File: src/rtl/piso_feeder.sv
// piso_feeder: parallel-in/serial-out feeder for a downstream right-shift
// register. Optional macro: PISO_BACK2BACK_EN (zero-gap word reload).
//
// Ports:
//   clk, clrb             clock, synchronous active-low reset
//   load_valid, pdata     upstream word handshake (valid side)
//   load_ready            feeder can accept a word this cycle
//   sdr, sdr_valid        serial bit (LSB first) and its qualifier
//   bit_idx               index of the bit currently on sdr
//   busy, done            shifting flag, one-cycle word-complete pulse
module piso_feeder #(
    parameter int WIDTH = 4
) (
    input  logic                     clk,
    input  logic                     clrb,
    input  logic                     load_valid,
    input  logic [WIDTH-1:0]         pdata,
    output logic                     load_ready,
    output logic                     sdr,
    output logic                     sdr_valid,
    output logic [$clog2(WIDTH)-1:0] bit_idx,
    output logic                     busy,
    output logic                     done
);

    localparam int CW = $clog2(WIDTH);
    localparam logic [CW-1:0] LAST = CW'(WIDTH - 1);

    typedef enum logic {
        IDLE  = 1'b0,
        SHIFT = 1'b1
    } state_t;

    state_t           state;
    logic [WIDTH-1:0] sreg;
    logic [CW-1:0]    cnt;
    logic             last;
    logic             xfer;

    assign last = (state == SHIFT) && (cnt == LAST);

    // Ready depends only on state and reset, never on load_valid.
`ifdef PISO_BACK2BACK_EN
    assign load_ready = clrb && ((state == IDLE) || last);
`else
    assign load_ready = clrb && (state == IDLE);
`endif

    assign xfer = load_valid && load_ready;

    always_ff @(posedge clk) begin
        if (!clrb) begin
            state <= IDLE;
            sreg  <= '0;
            cnt   <= '0;
            done  <= 1'b0;
        end else begin
            done <= 1'b0;
            if (xfer) begin
                sreg  <= pdata;
                cnt   <= '0;
                state <= SHIFT;
                // A reload on the last bit still completes the old word.
                if (last)
                    done <= 1'b1;
            end else if (state == SHIFT) begin
                if (last) begin
                    state <= IDLE;
                    done  <= 1'b1;
                end else begin
                    sreg <= sreg >> 1;
                    cnt  <= cnt + CW'(1);
                end
            end
        end
    end

    assign busy      = (state == SHIFT);
    assign sdr_valid = (state == SHIFT);
    assign sdr       = (state == SHIFT) && sreg[0];
    assign bit_idx   = (state == SHIFT) ? cnt : '0;

endmodule

File: config.mk
export PLATFORM = sky130hd
export DESIGN_NAME = piso_feeder
export DESIGN_NICKNAME = d
export VERILOG_FILES = /design/src/rtl/piso_feeder.sv
export SDC_FILE = /design/constraint.sdc
export NUM_CORES = 1
export LEC_CHECK = 0
export CAP_MARGIN = 20
export CORE_MARGIN = 1
export CORE_UTILIZATION = 30
export DETAILED_ROUTE_END_ITERATION = 8
export PLACE_DENSITY_LB_ADDON = 0.2
export SLEW_MARGIN = 40
export SYNTH_ARGS = -nofsm -noshare
export SYNTH_HDL_FRONTEND = slang
export SYNTH_SLANG_ARGS = --single-unit
File: constraint.sdc
create_clock -name clk -period 1.29 [get_ports clk]
set_input_delay 0.258 -clock clk [delete_from_list [all_inputs] [get_ports clk]]
set_output_delay 0.258 -clock clk [all_outputs]
set_load 0.1 [all_outputs]
After elaboration in Yosys (flattened, before gate mapping)
Index checks and enable logic that the tools add are counted.
Widths: inputs -> output; s select.
{"block": "classes", "n_mux": 10, "n_addsub": 1, "n_eq_ne": 2, "bitwise_logic": 3, "n_reduce_logical": 8}
{"cell": "$mux 4", "n": 3}
{"cell": "$mux 1", "n": 6}
{"cell": "$logic_and 1x1->1", "n": 4}
{"cell": "$reduce_and 2->1", "n": 2}
{"cell": "$not 1->1", "n": 3}
{"cell": "$add 2x1->2 const B", "n": 1}
{"cell": "$eq 2x2->1 const B", "n": 1}
{"cell": "$mux 2", "n": 1}
{"cell": "$ne 2x1->1 const B", "n": 1}
{"cell": "$reduce_bool 2->1", "n": 1}
{"cell": "$reduce_or 2->1", "n": 1}
{"block": "word_totals", "regBits": 8, "in_bits": 7, "out_inout_bits": 7}

Longest topological paths before layout
Gate-level depths: netlist (run 1).
{"block": "logic_depth", "ltp_word": 5, "ltp_mapped": 4}

Least setup slack after synthesis (run 1)
No wires, ideal clock.
{"block": "synth_path", "path_type": "register to register", "startpoint": "reg state, in the netlist busy", "endpoint": "reg sreg[3]", "required_time_ns": 1.224, "t_arrival_ns": 2.087, "slack_ns": -0.863, "period_less_slack_ns": 2.153, "path_stages_with_launch": 5, "cell_sequence": "dfxtp_1 -> buf_6 -> nor2b_2 -> nand3_1 -> a21boi_2"}
{"block": "synth_between", "elab_chain_len": 5, "elab_cells_between_ends": 8, "cone_classes": "eq/ne (1); mux (1); bitwise (1); reduce/logical (5)"}
{"item": "start, declared", "line_no": "34", "rtl": "state_t state;"}
{"item": "start signal, assigned", "line_no": "53", "rtl": "state <= IDLE;"}
{"item": "start signal, assigned", "line_no": "62", "rtl": "state <= SHIFT;"}
{"item": "start signal, assigned", "line_no": "68", "rtl": "state <= IDLE;"}
{"item": "$not 1->1 *", "line_no": "46", "rtl": "assign load_ready = clrb && (state == IDLE);"}
{"item": "$logic_and 1x1->1 *", "line_no": "46"}
{"item": "net load_ready", "line_no": "18", "rtl": "output logic load_ready,"}
{"item": "$logic_and 1x1->1 *", "line_no": "49", "rtl": "assign xfer = load_valid && load_ready;"}
{"item": "$ne 2x1->1 (no line) or $reduce_bool 2->1 (tied branches)"}
{"item": "$reduce_and 2->1 (no line)"}
{"item": "end signal, assigned", "line_no": "60", "rtl": "sreg <= pdata;"}
{"item": "end signal, assigned", "line_no": "71", "rtl": "sreg <= sreg >> 1;"}
{"item": "end, declared", "line_no": "35", "rtl": "logic [WIDTH-1:0] sreg;"}
Mark *: on every way through the listed nets, which the timed path passes. The rest lies on a longest branch.
A chain may end at the register's enable or synchronous reset.

Worst setup path in the final report (run 1)
{"block": "layout_path", "startpoint": "reg state, in the netlist busy", "endpoint": "out bit_idx[0]"}
{"block": "layout_between", "elab_chain_len": 1}
{"item": "$mux 2", "line_no": "81", "rtl": "assign bit_idx = (state == SHIFT) ? cnt : '0;"}
{"item": "end, declared", "line_no": "21", "rtl": "output logic [$clog2(WIDTH)-1:0] bit_idx,"}
Every way passes these cells.

==> impl_results.md, run 1 <==
* Pwr per Cell Area at 988 nW/um^2
* Setup TNS at 0 ns
* Routed vias at 388
* Slowest cell delay on critical path at 0.40 ns
* Residual DRC at 0
* Fmax at 799 MHz
* Reg2reg start: cnt[0]
* Clock Pin Slew Worst Setup and Hold Paths at 0.06 ns
* Share of the synthesized area in the top cell type at 39.5%
* WL final at 770 um
* ANT cells at 0
* Yosys warns at 0
* Relative slew slack at 86.9%
* Hold buffers post-CTS at 0
* Core area at 1190 um^2
* Final setup violation count at 0
* Synth cell types at 20
* GR Util All Layers at 13.7%
* Crit Path Class: reg2out
* Post-DP HPWL at 594 um
* Synth area leader: dfxtp_1
* Area growth syn-to-layout at 73.5%
* Die Wd at 38.8 um
* Instance count of the mapped netlist at 44
* Wire per inst at 9.51 um
* MaxCap Viol Count at 0
* Largest net degree at the start of global routing at 10
* Type of origin of the critical path: register
* Clock Latency Late Sink at 0.27 ns
* Cells after DPL at 72
* Fin. max-slew vios at 0
* Gr ovfl total at 0
* Clock buffer depth at 2
* Buf+Inv Stages, Crit Path at 1
* Worst hold stages at 2
* Critical Path End Type: output pin
* Share of cells above drive strength 1 at 46.3%
* Crit path max fanout at 8
* Crit-path cells: and2_4 -> buf_12
* Placed cell area at 641 um^2
* Final Instance Count excl. Fillers at 81
* Crit-path slowest cell: dfxtp_4
* R2R setup slack at 0.15 ns
* Die ar. at 1500 um^2
* Routability cong. at 0.696
* Hold Path Sink: sreg[1]
* H-tree levels at 1
* Initial Util at 34.2%
* CTS Buf Count at 3
* 1st-iter DRT viols at 5
* Mean Syn Cell Area at 9.21 um^2
* Initial antenna violation count at 0
* Final Core Density at 59.3%
* R2R cell count at 4
* CTS tree: yes
* DR vias/cell at 4.79
* Sequential Area at 164 um^2
* Worst-margin pin slew at 0.197 ns
* Pleak at 0.301 nW
* Number of global-route vias before repair at 321
* Routed Antenna Nets at 0
* Final period util at 97.0%
* Leading post-synthesis cells by cell area: dfxtp_1 (40%), nand2_1 (8.3%), and2_2 (5.6%), buf_6 (5.6%), nand3b_4 (4.9%)
* Multi-input gate area at 229 um^2
* First-pass GRT wire length at 1320 um
* Die span in y at 38.8 um
* Filler cell count in the final layout at 113
* Unrepaired setup endpoints after global routing: true
* Hold_sp: sreg[2]
* Worst hold path class: reg2reg
* Design Power at 695 uW
* Final min period at 1.25 ns
* Final hold violations at 0
* Port buffer count at 13
* Ports at 14
* Root Buffer: clkbuf_4
* Crit path max-delay family: flip-flops
* Seq/Total Area, Yosys at 39.5%
* Worst EP arrival at 0.99 ns
* Sink Count at 8
* Num rows at 12
* First drt pass iteration count at 4
* Status: completed
* Post-route cell area at 703 um^2
* Peak supply drop at 560 uV
* Nets at 76
* Syn nets at 52
* Final setup skew at 0.00920 ns
* Cell area after synthesis at 405 um^2
* Worst r2r dst: sreg[2]
* Seq cells post-synth at 8
* Critical Path RT at 1.03 ns
[tightest hold or removal path: stages, from the launching register on]
cell	delay [ns]
dfxtp_1	0.31
nand2_1	0.05
a31oi_1	0.07
[routing by layer]
metal	track usage (%)	routed length, um
met1	16.2	333
met2	19.6	359
met3	5.20	49
met4	10.3	27
met5	0	0
[registers in the layout (all words and copies together), names as in the netlist]
signal,cells
sreg,4
cnt,2
busy,1
done,1
[cells by family after synthesis]
kind of cell | count (synthesis) | share of synthesized area, %
adder cells (fa/ha/maj) | 1 | 3.09
flip-flops | 8 | 39.5
buffers and inverters | 3 | 7.41
AND/OR/NAND/NOR | 20 | 32.1
AO/OA/AOI/OAI | 12 | 17.9
[worst max-delay path by stage]
stage / start / endpoint / cells past startpoint
floorplan: busy / sreg[3] / 4
global placement: clrb / load_ready / 3
detailed placement: clrb / load_ready / 3
CTS: busy / bit_idx[0] / 2
global route: busy / bit_idx[0] / 2
finish: busy / bit_idx[0] / 2
[power by group]
part	switching, mW	internal (mW)
clock network	0.0943	0.119
registers	0.0132	0.261
logic	0.111	0.0959
[final cells by class]
class	count	share of cell area, %
clock buffers	4	3.74
repair buffers	22	37.9
well taps	14	2.49
multi-input cells	33	32.6
flip-flops and latches	8	23.3
[timing repair]
| action | 4_1_cts | 5_1_grt |
|---|---|---|
| endpoints found under the setup margin | 4 | 1 |
| resized for setup | 1 | 0 |
| cloned | 0 | 0 |
| setup buffers | 5 | 0 |
[cells in the final DEF (no fill, tap or decap)]
cell | netlist | layout
and2b_4 | 1 | 1
a21oi_1 | 3 | 3
buf_4 | 1 | 9
clkbuf_1 | 0 | 1
nor2b_4 | 0 | 1
nand2b_2 | 1 | 1
a31oi_1 | 3 | 3
clkbuf_4 | 0 | 3
clkdlybuf4s50_1 | 0 | 5
buf_12 | 0 | 7
and2_4 | 0 | 3
dlygate4sd2_1 | 0 | 1
nor2_1 | 1 | 1
dfxtp_1 | 8 | 7
ha_1 | 1 | 1
nand2_1 | 9 | 9
nand3b_4 | 1 | 1
dfxtp_4 | 0 | 1
and3_2 | 1 | 1
a21boi_2 | 1 | 1
o21ai_0 | 1 | 1
nand3_2 | 1 | 2
o21ai_1 | 3 | 3
a21boi_1 | 1 | 1
[cells in the mapped netlist]
cell      instances
nor2b_2           1
nand2_1           9
buf_6             2
nand3_1           1
and2_2            3
nand2b_2          1
a21boi_2          1
ha_1              1
nand3b_4          1
buf_4             1
o21ai_0           1
and3_2            1
dfxtp_1           8
nor2_1            1
a21boi_1          1
a31oi_1           3
a21oi_1           3
and2b_4           1
o21ai_1           3
nand3_2           1
[through the flow]
| stage | hold slack [ns] | worst slack [ns] |
|---|---|---|
| after floorplan | 0.403 | -0.149 |
| after global placement | 0.456 | -0.0805 |
| after detailed placement | 0.460 | -0.102 |
| after CTS | 0.468 | 0.0273 |
| after global routing | 0.487 | -0.00260 |
| final | 0.469 | 0.0385 |
No activity file was read; power rests on OpenSTA's default activity.
==> inputs of run 2 (changes only) <==
Settings changed: REMOVE_ABC_BUFFERS from default to 1.
==> impl_results.md, run 2 (same netlist as run 1, synthesis figures left out) <==
* Final period util at 99.6% (+2.6 points)
* Die span in y at 38.8 um (unchanged)
* Initial Util at 34.2% (unchanged)
* Crit-path slowest cell: dfxtp_2
* DR vias/cell at 4.86 (+1.5%)
* Unrepaired setup endpoints after global routing: true
* First drt pass iteration count at 4 (unchanged)
* Worst-margin pin slew at 0.167 ns (-0.0297 ns)
* ANT cells at 0 (unchanged)
* Clock Pin Slew Worst Setup and Hold Paths at 0.05 ns (about the same)
* Gate power share at 31.1% (+1.3 points)
* Crit-path cells: buf_6 -> and2_4 -> buf_12
* Critical Path RT at 1.03 ns (about the same)
* GR Util All Layers at 14.1% (+0.43 points)
* Worst setup margin at 0.00461 ns (-0.0339 ns)
* Regs by FF count: sreg x4, cnt x2
* Top reg by flops: sreg
* First-pass GRT wire length at 1390 um (+5.2%)
* Metal1 wirelength at 340 um (+2.1%)
* Routed vias at 384 (-1.0%)
* Final hold violations at 0 (unchanged)
* Fin. max-slew vios at 0 (unchanged)
* Sw Share at 31.8% (+0.34 points)
* Commonest non-fill, non-tap cell in the layout: nand2_1
* Worst EP arrival at 1.03 ns (+0.04 ns)
* Type of origin of the critical path: register
* Most frequent cells in the layout: nand2_1 (9), dfxtp_1 (7), buf_12 (7)
* Crit path max fanout at 6 (-2)
* Status: completed
* Routability cong. at 0.730 (+4.8%)
* Met3 routed WL at 43 um (-12%)
* Clock Latency Late Sink at 0.26 ns (about the same)
* MaxCap Viol Count at 0 (unchanged)
* Post-DP HPWL at 556 um (-6.4%)
* Crit Path Class: reg2out
* Peak supply drop at 560 uV (about the same)
* Met2 WL at 408 um (+14%)
* Largest net degree at the start of global routing at 10 (unchanged)
* Fmax at 778 MHz (-2.6%)
* Relative slew slack at 88.8% (+2.0 points)
* Root Buffer: clkbuf_4
* Top routing layer used: met4
* Final min period at 1.29 ns (+0.0339 ns)
* Slowest cell delay on critical path at 0.34 ns (-0.06 ns)
* Core area at 1190 um^2 (unchanged)
* Max FFs per register at 4 (unchanged)
* Final setup violation count at 0 (unchanged)
* Wire per inst at 10.3 um (+8.4%)
* Routed Antenna Nets at 0 (unchanged)
* Share of cells above drive strength 1 at 44.6% (-1.7 points)
* Clk pwr share at 29.2% (-1.5 points)
* Area growth syn-to-layout at 70.7%
* Pre-CTS setup slack at -0.106 ns (-0.00363 ns)
* Clock buffer depth at 2 (unchanged)
* Initial antenna violation count at 0 (unchanged)
* Sink Count at 8 (unchanged)
* Hold buffers post-CTS at 0 (unchanged)
* Reg power frac at 39.7% (+0.2 points)
* Final setup skew at 0.00306 ns (-0.00614 ns)
* Die ar. at 1500 um^2 (unchanged)
* Nets at 75 (-1.3%)
* Worst hold path class: reg2reg
* Number of global-route vias before repair at 343 (+6.9%)
* Crit path max-delay family: flip-flops
* Internal Power at 466 uW (-2.1%)
* H-tree levels at 1 (unchanged)
* Pleak at 0.296 nW (-1.5%)
* Pwr per Cell Area at 988 nW/um^2 (about the same)
* Buf+Inv Stages, Crit Path at 2 (+1)
* Ports at 14 (unchanged)
* Critical Path End Type: output pin
* Gr ovfl total at 0 (unchanged)
* Post-route cell area at 692 um^2 (-1.6%)
* Port buffer count at 13 (unchanged)
* 1st-iter DRT viols at 4 (-1)
* WL final at 814 um (+5.7%)
* Residual DRC at 0 (unchanged)
* CTS tree: yes
* Num rows at 12 (unchanged)
* Net switching power at 218 uW (-0.56%)
* CTS Buf Count at 3 (unchanged)
* Die Wd at 38.8 um (unchanged)
* Placed cell area at 616 um^2 (-3.9%)
* Hold WS at 0.468 ns (-0.00105 ns)
==> run 2: changes by cell type in the layout (fill, tap and decap cells not counted), sizes merged <==
cell    change
buf         -1
clkbuf      -1
==> run 2: final timing paths <==
| kind | startpoint | end | slack, ns | cells after the start |
|---|---|---|---|---|
| setup / recovery | busy | sdr | 0.005 | 3 |
| hold reg to reg | sreg[3] | sreg[3] | 0.47 | 2 |
| hold / removal | sreg[3] | sreg[3] | 0.47 | 2 |
| setup reg to reg | cnt[0] | sreg[2] | 0.14 | 4 |
==> run 2: power by group through the flow <==
stage / clock network (mW) / registers, mW / logic [mW]
after global routing: 0.213 / 0.272 / 0.226
after floorplan: 0 / 0.311 / 0.0735
after detailed placement: 0 / 0.275 / 0.191
after global placement: 0 / 0.274 / 0.190
after CTS: 0.205 / 0.271 / 0.206
final: 0.200 / 0.272 / 0.212
==> run 2: metrics by stage <==
step	setup TNS [ns]	power, mW	utilization, %	instances
floorplan	-16.04	0.384	-	41
global placement	-0.331	0.464	51.9	71
detailed placement	-0.346	0.466	51.9	71
CTS	-0.0139	0.683	57.1	77
global route	-0.0422	0.711	58.3	79
finish	0	0.684	58.3	79
==> run 2: final cells by class <==
class | count | area, um^2
Fill cell | 110 | 494
Timing Repair Buffer | 21 | 267
Multi-Input combinational cell | 33 | 224
Sequential cell | 8 | 161
Clock buffer | 3 | 22.5
Tap cell | 14 | 17.5
==> run 2: layer usage <==
layer	GRT usage, %	vias to the layer above
li1	-	194
met1	15.7	166
met2	22.9	18
met3	3.47	6
met4	10.3	0
met5	0	-
==> run 2: worst reg2reg max path: stages, from the launching register on <==
cell     delay (ns)
dfxtp_1        0.33
ha_1           0.24
and2b_4        0.28
nand2_1        0.06
a31oi_1        0.17
==> run 2: what timing repair did <==
item,CTS,global route
gates resized for setup,8,0
setup buffers,3,2
pin swaps,1,0
hold endpoints to repair,0,0
endpoints found under the setup margin,4,2
